File: config.mk
export PLATFORM = sky130hd
export DESIGN_NAME = seq_det_ctrl
export DESIGN_NICKNAME = d
export VERILOG_FILES = /design/src/rtl/seq_det_ctrl.sv
export SDC_FILE = /design/constraint.sdc
export NUM_CORES = 1
export LEC_CHECK = 0
export BUFFER_PORTS_ARGS = -buffer_cell sky130_fd_sc_hd__buf_4
export CORE_MARGIN = 4
export CORE_UTILIZATION = 45
export DETAILED_ROUTE_END_ITERATION = 7
export HOLD_SLACK_MARGIN = 0.1
export PLACE_DENSITY_LB_ADDON = 0.3
export SKIP_CTS_REPAIR_TIMING = 1
export SLEW_MARGIN = 20
export SYNTH_ARGS = -nofsm -noshare
export SYNTH_HDL_FRONTEND = slang
export SYNTH_SLANG_ARGS = --single-unit
File: constraint.sdc
create_clock -name clk -period 4.36 [get_ports clk]
set_input_delay 0.872 -clock clk [delete_from_list [all_inputs] [get_ports clk]]
set_output_delay 0.872 -clock clk [all_outputs]
set_load 0.02 [all_outputs]
File: src/rtl/seq_det_ctrl.sv
// Run controller for a programmable PAT_W-bit Mealy pattern detector with hit
// threshold and cycle window. Optional interrupt port: define SEQ_DET_IRQ_EN.
module seq_det_ctrl #(
  parameter int PAT_W = 4,
  parameter int CNT_W = 8,
  parameter int WIN_W = 16
) (
  input  logic             clk,
  input  logic             rst_n,
  input  logic             start_i,
  input  logic             abort_i,
  input  logic             w_i,
  input  logic             w_valid_i,
  input  logic [PAT_W-1:0] pattern_i,
  input  logic             overlap_i,
  input  logic [CNT_W-1:0] hit_thresh_i,
  input  logic [WIN_W-1:0] window_i,
`ifdef SEQ_DET_IRQ_EN
  input  logic             irq_clr_i,
  output logic             irq_o,
`endif
  output logic             z_o,
  output logic [CNT_W-1:0] hit_cnt_o,
  output logic             busy_o,
  output logic             done_o,
  output logic             timeout_o
);

  localparam int FILL_W = (PAT_W > 2) ? $clog2(PAT_W) : 1;
  localparam logic [FILL_W-1:0] FILL_MAX = FILL_W'(PAT_W - 1);

  typedef enum logic [1:0] {IDLE, RUN, DONE} state_e;

  state_e             state_q,   state_d;
  logic [PAT_W-1:0]   pat_q,     pat_d;
  logic               overlap_q, overlap_d;
  logic [CNT_W-1:0]   thresh_q,  thresh_d;
  logic [WIN_W-1:0]   win_q,     win_d;
  logic [WIN_W-1:0]   timer_q,   timer_d;
  logic [PAT_W-2:0]   hist_q,    hist_d;
  logic [FILL_W-1:0]  fill_q,    fill_d;
  logic [CNT_W-1:0]   hit_cnt_q, hit_cnt_d;
  logic               timeout_q, timeout_d;

  logic [PAT_W-1:0]   shifted;
  logic [CNT_W-1:0]   hit_inc;
  logic               match;
  logic               expire;

  // The newest bit joins the history; this is both the compare word and,
  // truncated, the next history.
  assign shifted = {hist_q, w_i};
  assign match   = (state_q == RUN) && w_valid_i && (fill_q == FILL_MAX) &&
                   (shifted == pat_q);
  assign hit_inc = (hit_cnt_q == '1) ? hit_cnt_q : hit_cnt_q + CNT_W'(1);
  assign expire  = (win_q != '0) && (timer_q == WIN_W'(1));

  // NOTE: every signal assigned below gets its default first, so no path can
  // leave one unassigned and infer a latch.
  always_comb begin
    state_d   = state_q;
    pat_d     = pat_q;
    overlap_d = overlap_q;
    thresh_d  = thresh_q;
    win_d     = win_q;
    timer_d   = timer_q;
    hist_d    = hist_q;
    fill_d    = fill_q;
    hit_cnt_d = hit_cnt_q;
    timeout_d = timeout_q;

    unique case (state_q)
      IDLE: begin
        if (start_i && !abort_i) begin
          pat_d     = pattern_i;
          overlap_d = overlap_i;
          thresh_d  = hit_thresh_i;
          win_d     = window_i;
          timer_d   = window_i;
          hist_d    = '0;
          fill_d    = '0;
          hit_cnt_d = '0;
          timeout_d = 1'b0;
          state_d   = RUN;
        end
      end
      RUN: begin
        if (w_valid_i) begin
          hist_d = shifted[PAT_W-2:0];
          if (match && !overlap_q)    fill_d = '0;
          else if (fill_q != FILL_MAX) fill_d = fill_q + FILL_W'(1);
        end
        if (win_q != '0) timer_d = timer_q - WIN_W'(1);

        if (abort_i) begin
          timeout_d = 1'b0;
          state_d   = IDLE;
        end else begin
          if (match) hit_cnt_d = hit_inc;
          // Threshold outranks window expiry when both land on one cycle.
          if (match && (thresh_q != '0) && (hit_inc == thresh_q)) begin
            timeout_d = 1'b0;
            state_d   = DONE;
          end else if (expire) begin
            timeout_d = 1'b1;
            state_d   = DONE;
          end
        end
      end
      DONE:    state_d = IDLE;
      default: state_d = IDLE;
    endcase
  end

  // NOTE: sequential state uses non-blocking assignments so every register
  // samples the pre-edge values regardless of statement order.
  always_ff @(posedge clk or negedge rst_n) begin
    if (!rst_n) begin
      state_q   <= IDLE;
      pat_q     <= '0;
      overlap_q <= 1'b0;
      thresh_q  <= '0;
      win_q     <= '0;
      timer_q   <= '0;
      hist_q    <= '0;
      fill_q    <= '0;
      hit_cnt_q <= '0;
      timeout_q <= 1'b0;
    end else begin
      state_q   <= state_d;
      pat_q     <= pat_d;
      overlap_q <= overlap_d;
      thresh_q  <= thresh_d;
      win_q     <= win_d;
      timer_q   <= timer_d;
      hist_q    <= hist_d;
      fill_q    <= fill_d;
      hit_cnt_q <= hit_cnt_d;
      timeout_q <= timeout_d;
    end
  end

  assign z_o       = match;
  assign hit_cnt_o = hit_cnt_q;
  assign busy_o    = (state_q == RUN);
  assign done_o    = (state_q == DONE);
  assign timeout_o = timeout_q;

`ifdef SEQ_DET_IRQ_EN
  logic irq_q;

  // A done pulse sets the flag even if a clear arrives in the same cycle.
  always_ff @(posedge clk or negedge rst_n) begin
    if (!rst_n)          irq_q <= 1'b0;
    else if (done_o)     irq_q <= 1'b1;
    else if (irq_clr_i)  irq_q <= 1'b0;
  end

  assign irq_o = irq_q;
`endif

endmodule

Word-level counts from Yosys, hierarchy flattened
Index checks and enable logic that the tools add are counted.
W data, S select, Z words.

operators by class
  add/subtract/negate cells = 3
  equal/unequal tests = 15
  muxes and demuxes = 26
  reductions and logical operators = 21

operator list
  cell                     number
  $mux W16                 2
  $mux W8                  4
  $pmux W16 S2             1
  $eq A16 B1 Y1 const B    1
  $mux W2                  8
  $pmux W8 S2              1
  $reduce_bool A16 Y1      1
  $sub A16 B1 Y16 const B  1
  $reduce_and A3 Y1        3
  $add A8 B1 Y8 const B    1
  $eq A8 B8 Y1             1
  $eq A8 B8 Y1 const B     1
  $logic_and A1 B1 Y1      8
  $ne A2 B2 Y1 const B     4
  $pmux W2 S2              2
  $reduce_and A4 Y1        2
  $reduce_bool A8 Y1       1
  $mux W3                  2
  $pmux W3 S2              1
  $eq A2 B2 Y1 const B     2
  $eq A4 B4 Y1             1
  $mux W1                  4
  $ne A2 B1 Y1 const B     2
  $ne A4 B2 Y1 const B     1
  other kinds (8)          10

storage, ports and cells
  bits of input ports = 35
  flip-flop bits (word level) = 61
  logic and storage cells = 75
  output and inout port bits = 12

Longest topological paths before layout
Gate-level depths: netlist (run 1).

  depth after elaboration = 9
  depth in mapped cells = 8
  gate-level depth less buffers = 7

Least setup slack after synthesis (run 1)
OpenSTA, ideal clock, no wires.

  kind = input to output
  start = in w_valid_i
  end = out z_o
  required time = 3,488 ps
  buffers on the path = 0
  arrival = 1,823 ps
  cell stages on the path = 3
  slack = 1,665 ps
  cell sequence = nand3b_4 -> or4_4 -> nor2_1

on the way
  word-level cells in the longest chain between the ends = 3

ends and longest elaborated chain
  item                               RTL line  source
  start: declaration                 13        input logic w_valid_i,
  $logic_and A1 B1 Y1 (3 in series)  53        assign match = (state_q == RUN) && w_valid_i && (fill_q == FILL_MAX) &&
  end: declaration                   22        output logic z_o,

No other way between the ends.

Worst setup path after layout (run 1)
Same ends and word-level chain as after synthesis.

==> results of run 1 <==
[flip-flops by register name, indices dropped and copies added, names as in the netlist, 2 cells and up]
| name | count |
|---|---|
| timer_q | 16 |
| win_q | 16 |
| hit_cnt_o | 8 |
| thresh_q | 8 |
| pat_q | 4 |
| hist_q | 3 |
| fill_q | 2 |
| state_q | 2 |
[cells in the mapped netlist (5+ instances only)]
master,count
inv_1,8
nor3_1,17
clkbuf_1,14
nor2_1,33
a311oi_1,5
nor4_1,9
nand2_1,98
dfrtp_1,61
o21ai_0,21
and3_1,7
a21oi_1,22
nand3_1,13
[path summary, 6_finish.rpt]
check                        startpoint         end
max                           w_valid_i         z_o
min                            win_q[1]    win_q[1]
max reg2reg                hit_cnt_o[0]  state_q[0]
min reg2reg                    win_q[1]    win_q[1]
max in group asynchronous         rst_n  timer_q[2]
min in group asynchronous         rst_n    pat_q[2]
[critical path, stage by stage]
cell	delay (ps)
buf_4	100
nand3b_4	80
or4_4	560
nor2_1	180
buf_4	170
[power by group through the flow]
stage / registers [mW] / clock network (mW) / logic, mW
2_1_floorplan: 0.749 / 0 / 0.236
3_3_place_gp: 0.769 / 0 / 0.319
3_5_place_dp: 0.773 / 0 / 0.333
4_1_cts: 0.766 / 0.537 / 0.334
5_1_grt: 0.785 / 0.564 / 0.382
6_report: 0.768 / 0.528 / 0.331
[layer usage]
metal,global-route usage [%],up-vias,share of wire [%]
li1,-,1465,-
met1,25.7,1430,44
met2,31.5,93,49
met3,5.77,6,6.5
met4,4.93,0,0.72
met5,0,-,0
[cell families (layout without fill, tap and decap cells)]
logic type               Yosys count  in the layout  synth area share (%)
XOR/XNOR                           6              6                  1.59
buffers and inverters             30             75                  3.71
AO/OA/AOI/OAI                     85             85                  16.6
flip-flops                        61             61                  46.2
multiplexers                       1              1                 0.303
AND/OR/NAND/NOR                  207            207                  30.0
adder cells (fa/ha/maj)            4              4                  1.52
[layout by cell type, fill, tap and decap left out, drive strengths merged, types with 3 or more instances in the layout]
master	n
xnor2	3
a311oi	5
inv	8
o21ai	22
nand4	3
a22oi	3
and3	7
dfrtp	61
a31oi	3
buf	51
nor2b	4
nor4	10
and4	3
clkinv	3
ha	4
nand2	98
or3	4
xor2	3
nor2	33
o22a	3
o22ai	3
clkbuf	12
a22o	4
o21a	4
nor3	17
a21oi	22
nand3	13
[cell type report]
type	count	area [µm²]	area share [%]
sequential	61	1530	38.9
tap	96	120	3.06
multi-input combinational	303	1660	42.2
timing repair buffer	51	383	9.75
inverter	8	30.0	0.764
clock inverter	4	45.0	1.15
clock buffer	12	165	4.20
==> run metrics, run 1 <==
Finished Layout Cells 535; synthesized cell area 0.00330 mm²; yosys warns 0; total CTS buffers 9; clk_skew 7.48 ps; CTS root buf clkbuf_8; Layout Cell Area excl Fill 0.00393 mm²; Tightest Hold Check Type reg -> reg; startpoint class of the critical path primary input; Clock transition at path regs 60 ps; setup slack after layout 1530 ps; Area Growth Syn to Fin 18.9%; Crit. End Element output pin; Initial Utilization 47.6%; Worst-Skew Late Latency 340 ps; placed cell area 0.00372 mm²; routed via count 2994; Initial DRC Count 163; synth unique cells 56; die width 93.7 µm; Num Clock Sinks 61; Post-synth EDFFs 0; worst-margin pin slew 762 ps; minimum clock period 2830 ps; CTS tree yes; Finished Core Util 56.6%; Max Cap Violations 0; fin nets 473; Main synth FF type dfrtp_1; Worst VDD drop 0.245 mV; WP data required 3490 ps; setup_tns 0 ps; fraction of synthesis flops using an asynchronous set or reset pin 100%; aggregate global-route resource usage 19.5%; layout cell share with drive strength beyond 1 16.4%; dpl ws 1490 ps; number of H-tree levels 3; synthesized net count 433; num rows 30; share of the synthesized area in the top cell type 46.2%; Inst Count DP 519; worst reg2reg setup slack 1810 ps; Die H 93.7 µm; sequential fraction of design power 47.2%; number of diodes 0; Hold WS 476 ps; cell internal pwr 1.12 mW; Hold Path Depth 2; outcome finished clean; CP Class in -> out; Residual DRC 0; first-pass GRT wire length 13500 µm; ANT nets after route 0; Critical Path AT 1960 ps; RSZ-0062 raised after global routing false; Tcrit/Tclk final 64.9%; number of global-route vias before repair 2818; worst-path maximum fanout 3; register bit count reported by yosys 61; P_leak 1.84 nW; final setup vio count 0; Die Area 0.00878 mm²; Switching Share 31.0%; HPWL after detailed placement 5530 µm; top post-synthesis cells by area dfrtp_1, nand2_1, nor2_1, a21oi_1, o21ai_0; syn_area_per_cell 8.38 µm²; Port Buf Inserts 46; maximum number of pins on one net before global-route repair 62; Avg WL per Cell 15.1 µm; combinational power share 20.3%; hold violation count in the final report 0; Clock power frac 32.5%; Reg2Reg Depth 7; Switch Pwr 0.505 mW; GPL Wtd Cong 0.839; power per cell area 414 mW/mm²; FMAX 353 MHz; Pwr Total 1.63 mW; post-DR vias/cell 5.60; drt pass-1 iters 5; Pins Over Slew Limit 0; initial antenna violation count 0; Mapped Cells 394; CORE AREA 0.00694 mm²; sequential-to-total area share from yosys stat 46.2%; routed wire length 8060 µm; Rel. slew slack 49.2%; total gr overflow 0; Filler Cells Inserted 642; clk buf depth 2; I/O Pins 47; Yosys top cell by area dfrtp_1
Power figures use the tool's default switching activity.
==> run 2: changes to the inputs <==
==> constraint.sdc (replaced) <==
create_clock -name clk -period 2.6 [get_ports clk]
set_input_delay 0.52 -clock clk [delete_from_list [all_inputs] [get_ports clk]]
set_output_delay 0.52 -clock clk [all_outputs]
set_load 0.02 [all_outputs]
==> run metrics, run 2 (synthesis results as in run 1) <==
FMAX 416 MHz; CORE AREA 0.00694 mm² (unchanged); HPWL after detailed placement 5690 µm (+2.9%); critical-path cell list nand3b_4 > or4_4 > nor2_1 > buf_4; number of H-tree levels 3 (unchanged); routed via count 3053 (+2.0%); setup_tns 0 ps (unchanged); Num Clock Sinks 61 (unchanged); aggregate global-route resource usage 19.2% (-0.32 points); CTS tree yes; outcome finished clean; Finished Core Util 56.9% (+0.29 points); fin nets 477 (+0.85%); Rel. slew slack 49.4% (+0.18 points); CP max-delay cell or4_4; total gr overflow 0 (unchanged); initial antenna violation count 0 (unchanged); Residual DRC 0 (unchanged); cell family with most CP delay simple AND/OR/NAND/NOR gates; Tightest Hold Check Type in -> async; Avg WL per Cell 14.9 µm (-0.82%); clk_skew 10.0 ps (+2.57 ps); Die Area 0.00878 mm² (unchanged); drt pass-1 iters 5 (unchanged); post-DR vias/cell 5.66 (+1.2%); P_leak 1.84 nW (+0.19%); worst-path maximum fanout 7 (+4); final setup vio count 0 (unchanged); Initial Utilization 47.6% (unchanged); startpoint class of the critical path register; minimum clock period 2410 ps; total CTS buffers 9 (unchanged); worst-margin pin slew 759 ps (-2.67 ps); Filler Cells Inserted 633 (-1.4%); Top Registers timer_q: 16 flops, win_q: 16 flops; Worst path max stage delay 560 ps (about the same); Clock transition at path regs 70 ps (about the same); GPL Wtd Cong 0.878 (+4.6%); hold violation count in the final report 0 (unchanged); layout cell share with drive strength beyond 1 17.2% (+0.75 points); commonest non-fill, non-tap cell in the layout nand2_1; WP data required 2080 ps (-1410 ps); Initial DRC Count 156 (-4.3%); Worst-Skew Late Latency 350 ps (about the same); Die H 93.7 µm (unchanged); num rows 30 (unchanged); most frequent cells in the layout nand2_1, dfrtp_1, buf_4, nor2_1, a21oi_1; Worst VDD drop 0.442 mV (+80%); CTS root buf clkbuf_8; power per cell area 687 mW/mm² (+66%); RSZ-0062 raised after global routing false; number of global-route vias before repair 2751 (-2.4%); Buf+Inv Stages, Crit Path 1 (-1); clk buf depth 2 (unchanged); Max Cap Violations 0 (unchanged); Tcrit/Tclk final 92.5%; maximum number of pins on one net before global-route repair 62 (unchanged); die width 93.7 µm (unchanged); ANT nets after route 0 (unchanged); Critical Path AT 1890 ps (-70 ps); Crit. End Element output pin; routed wire length 8060 µm (about the same); Port Buf Inserts 46 (unchanged); Pwr Total 2.71 mW (+67%); CP Class reg -> out; Pins Over Slew Limit 0 (unchanged); first-pass GRT wire length 13300 µm (-1.4%); Area Growth Syn to Fin 19.5%; number of diodes 0 (unchanged); I/O Pins 47 (unchanged)
## run 2: cell count changes in the layout (fill, tap and decap cells not counted), sizes merged
cell / change
buf: +4
clkinv: -1
clkinvlp: +3
clkbuf: -2
## run 2: final timing paths
check	startpoint	endpoint	slack [ps]	cells past startpoint
worst max-delay path	state_q[1]	z_o	190	4
worst min-delay path	rst_n	pat_q[2]	250	1
worst max register to register	hit_cnt_o[0]	state_q[0]	390	7
worst min register to register	win_q[15]	win_q[15]	480	2
max in group asynchronous	rst_n	timer_q[13]	1860	1
min in group clk	hit_thresh_i[0]	thresh_q[0]	350	3
## run 2: final cells by class
class	instances	area, µm²	area share, %
Inverter	8	30.0	0.760
Clock buffer	10	138	3.49
Clock inverter	6	62.6	1.58
Sequential cell	61	1530	38.7
Tap cell	96	120	3.04
Multi-Input combinational cell	303	1660	42.0
Timing Repair Buffer	55	413	10.5
## run 2: report_power, final
group / internal [mW] / total (mW) / switching (mW)
Sequential: 1.13 / 1.29 / 0.159
Combinational: 0.245 / 0.563 / 0.318
Clock: 0.465 / 0.864 / 0.399
Total: 1.84 / 2.71 / 0.877
## run 2: per-layer routing
metal,part of all wire (%),global-route usage [%],up-vias,wire length (µm)
met5,0,0,-,0
met4,1.3,5.29,0,101
met3,6.7,5.21,13,537
met2,47,30.2,107,3810
met1,45,26.1,1451,3600
li1,-,-,1482,-
## run 2: worst register-to-register path: stages (launching register included)
cell and delay, ps:
dfrtp_1 470, ha_1 200, and3_1 270, a21boi_1 120
or3_1 350, a22o_1 210, nor4b_2 370, o41ai_1 100
## run 2: per-stage QoR
step	setup WS (ps)	cell area, µm²	hold slack [ps]	std cells
2_1_floorplan	369	3300	224	394
3_3_place_gp	411	3750	460	523
3_5_place_dp	369	3750	464	523
4_1_cts	164	3950	265	539
5_1_grt	84.3	3950	293	539
6_report	195	3950	247	539
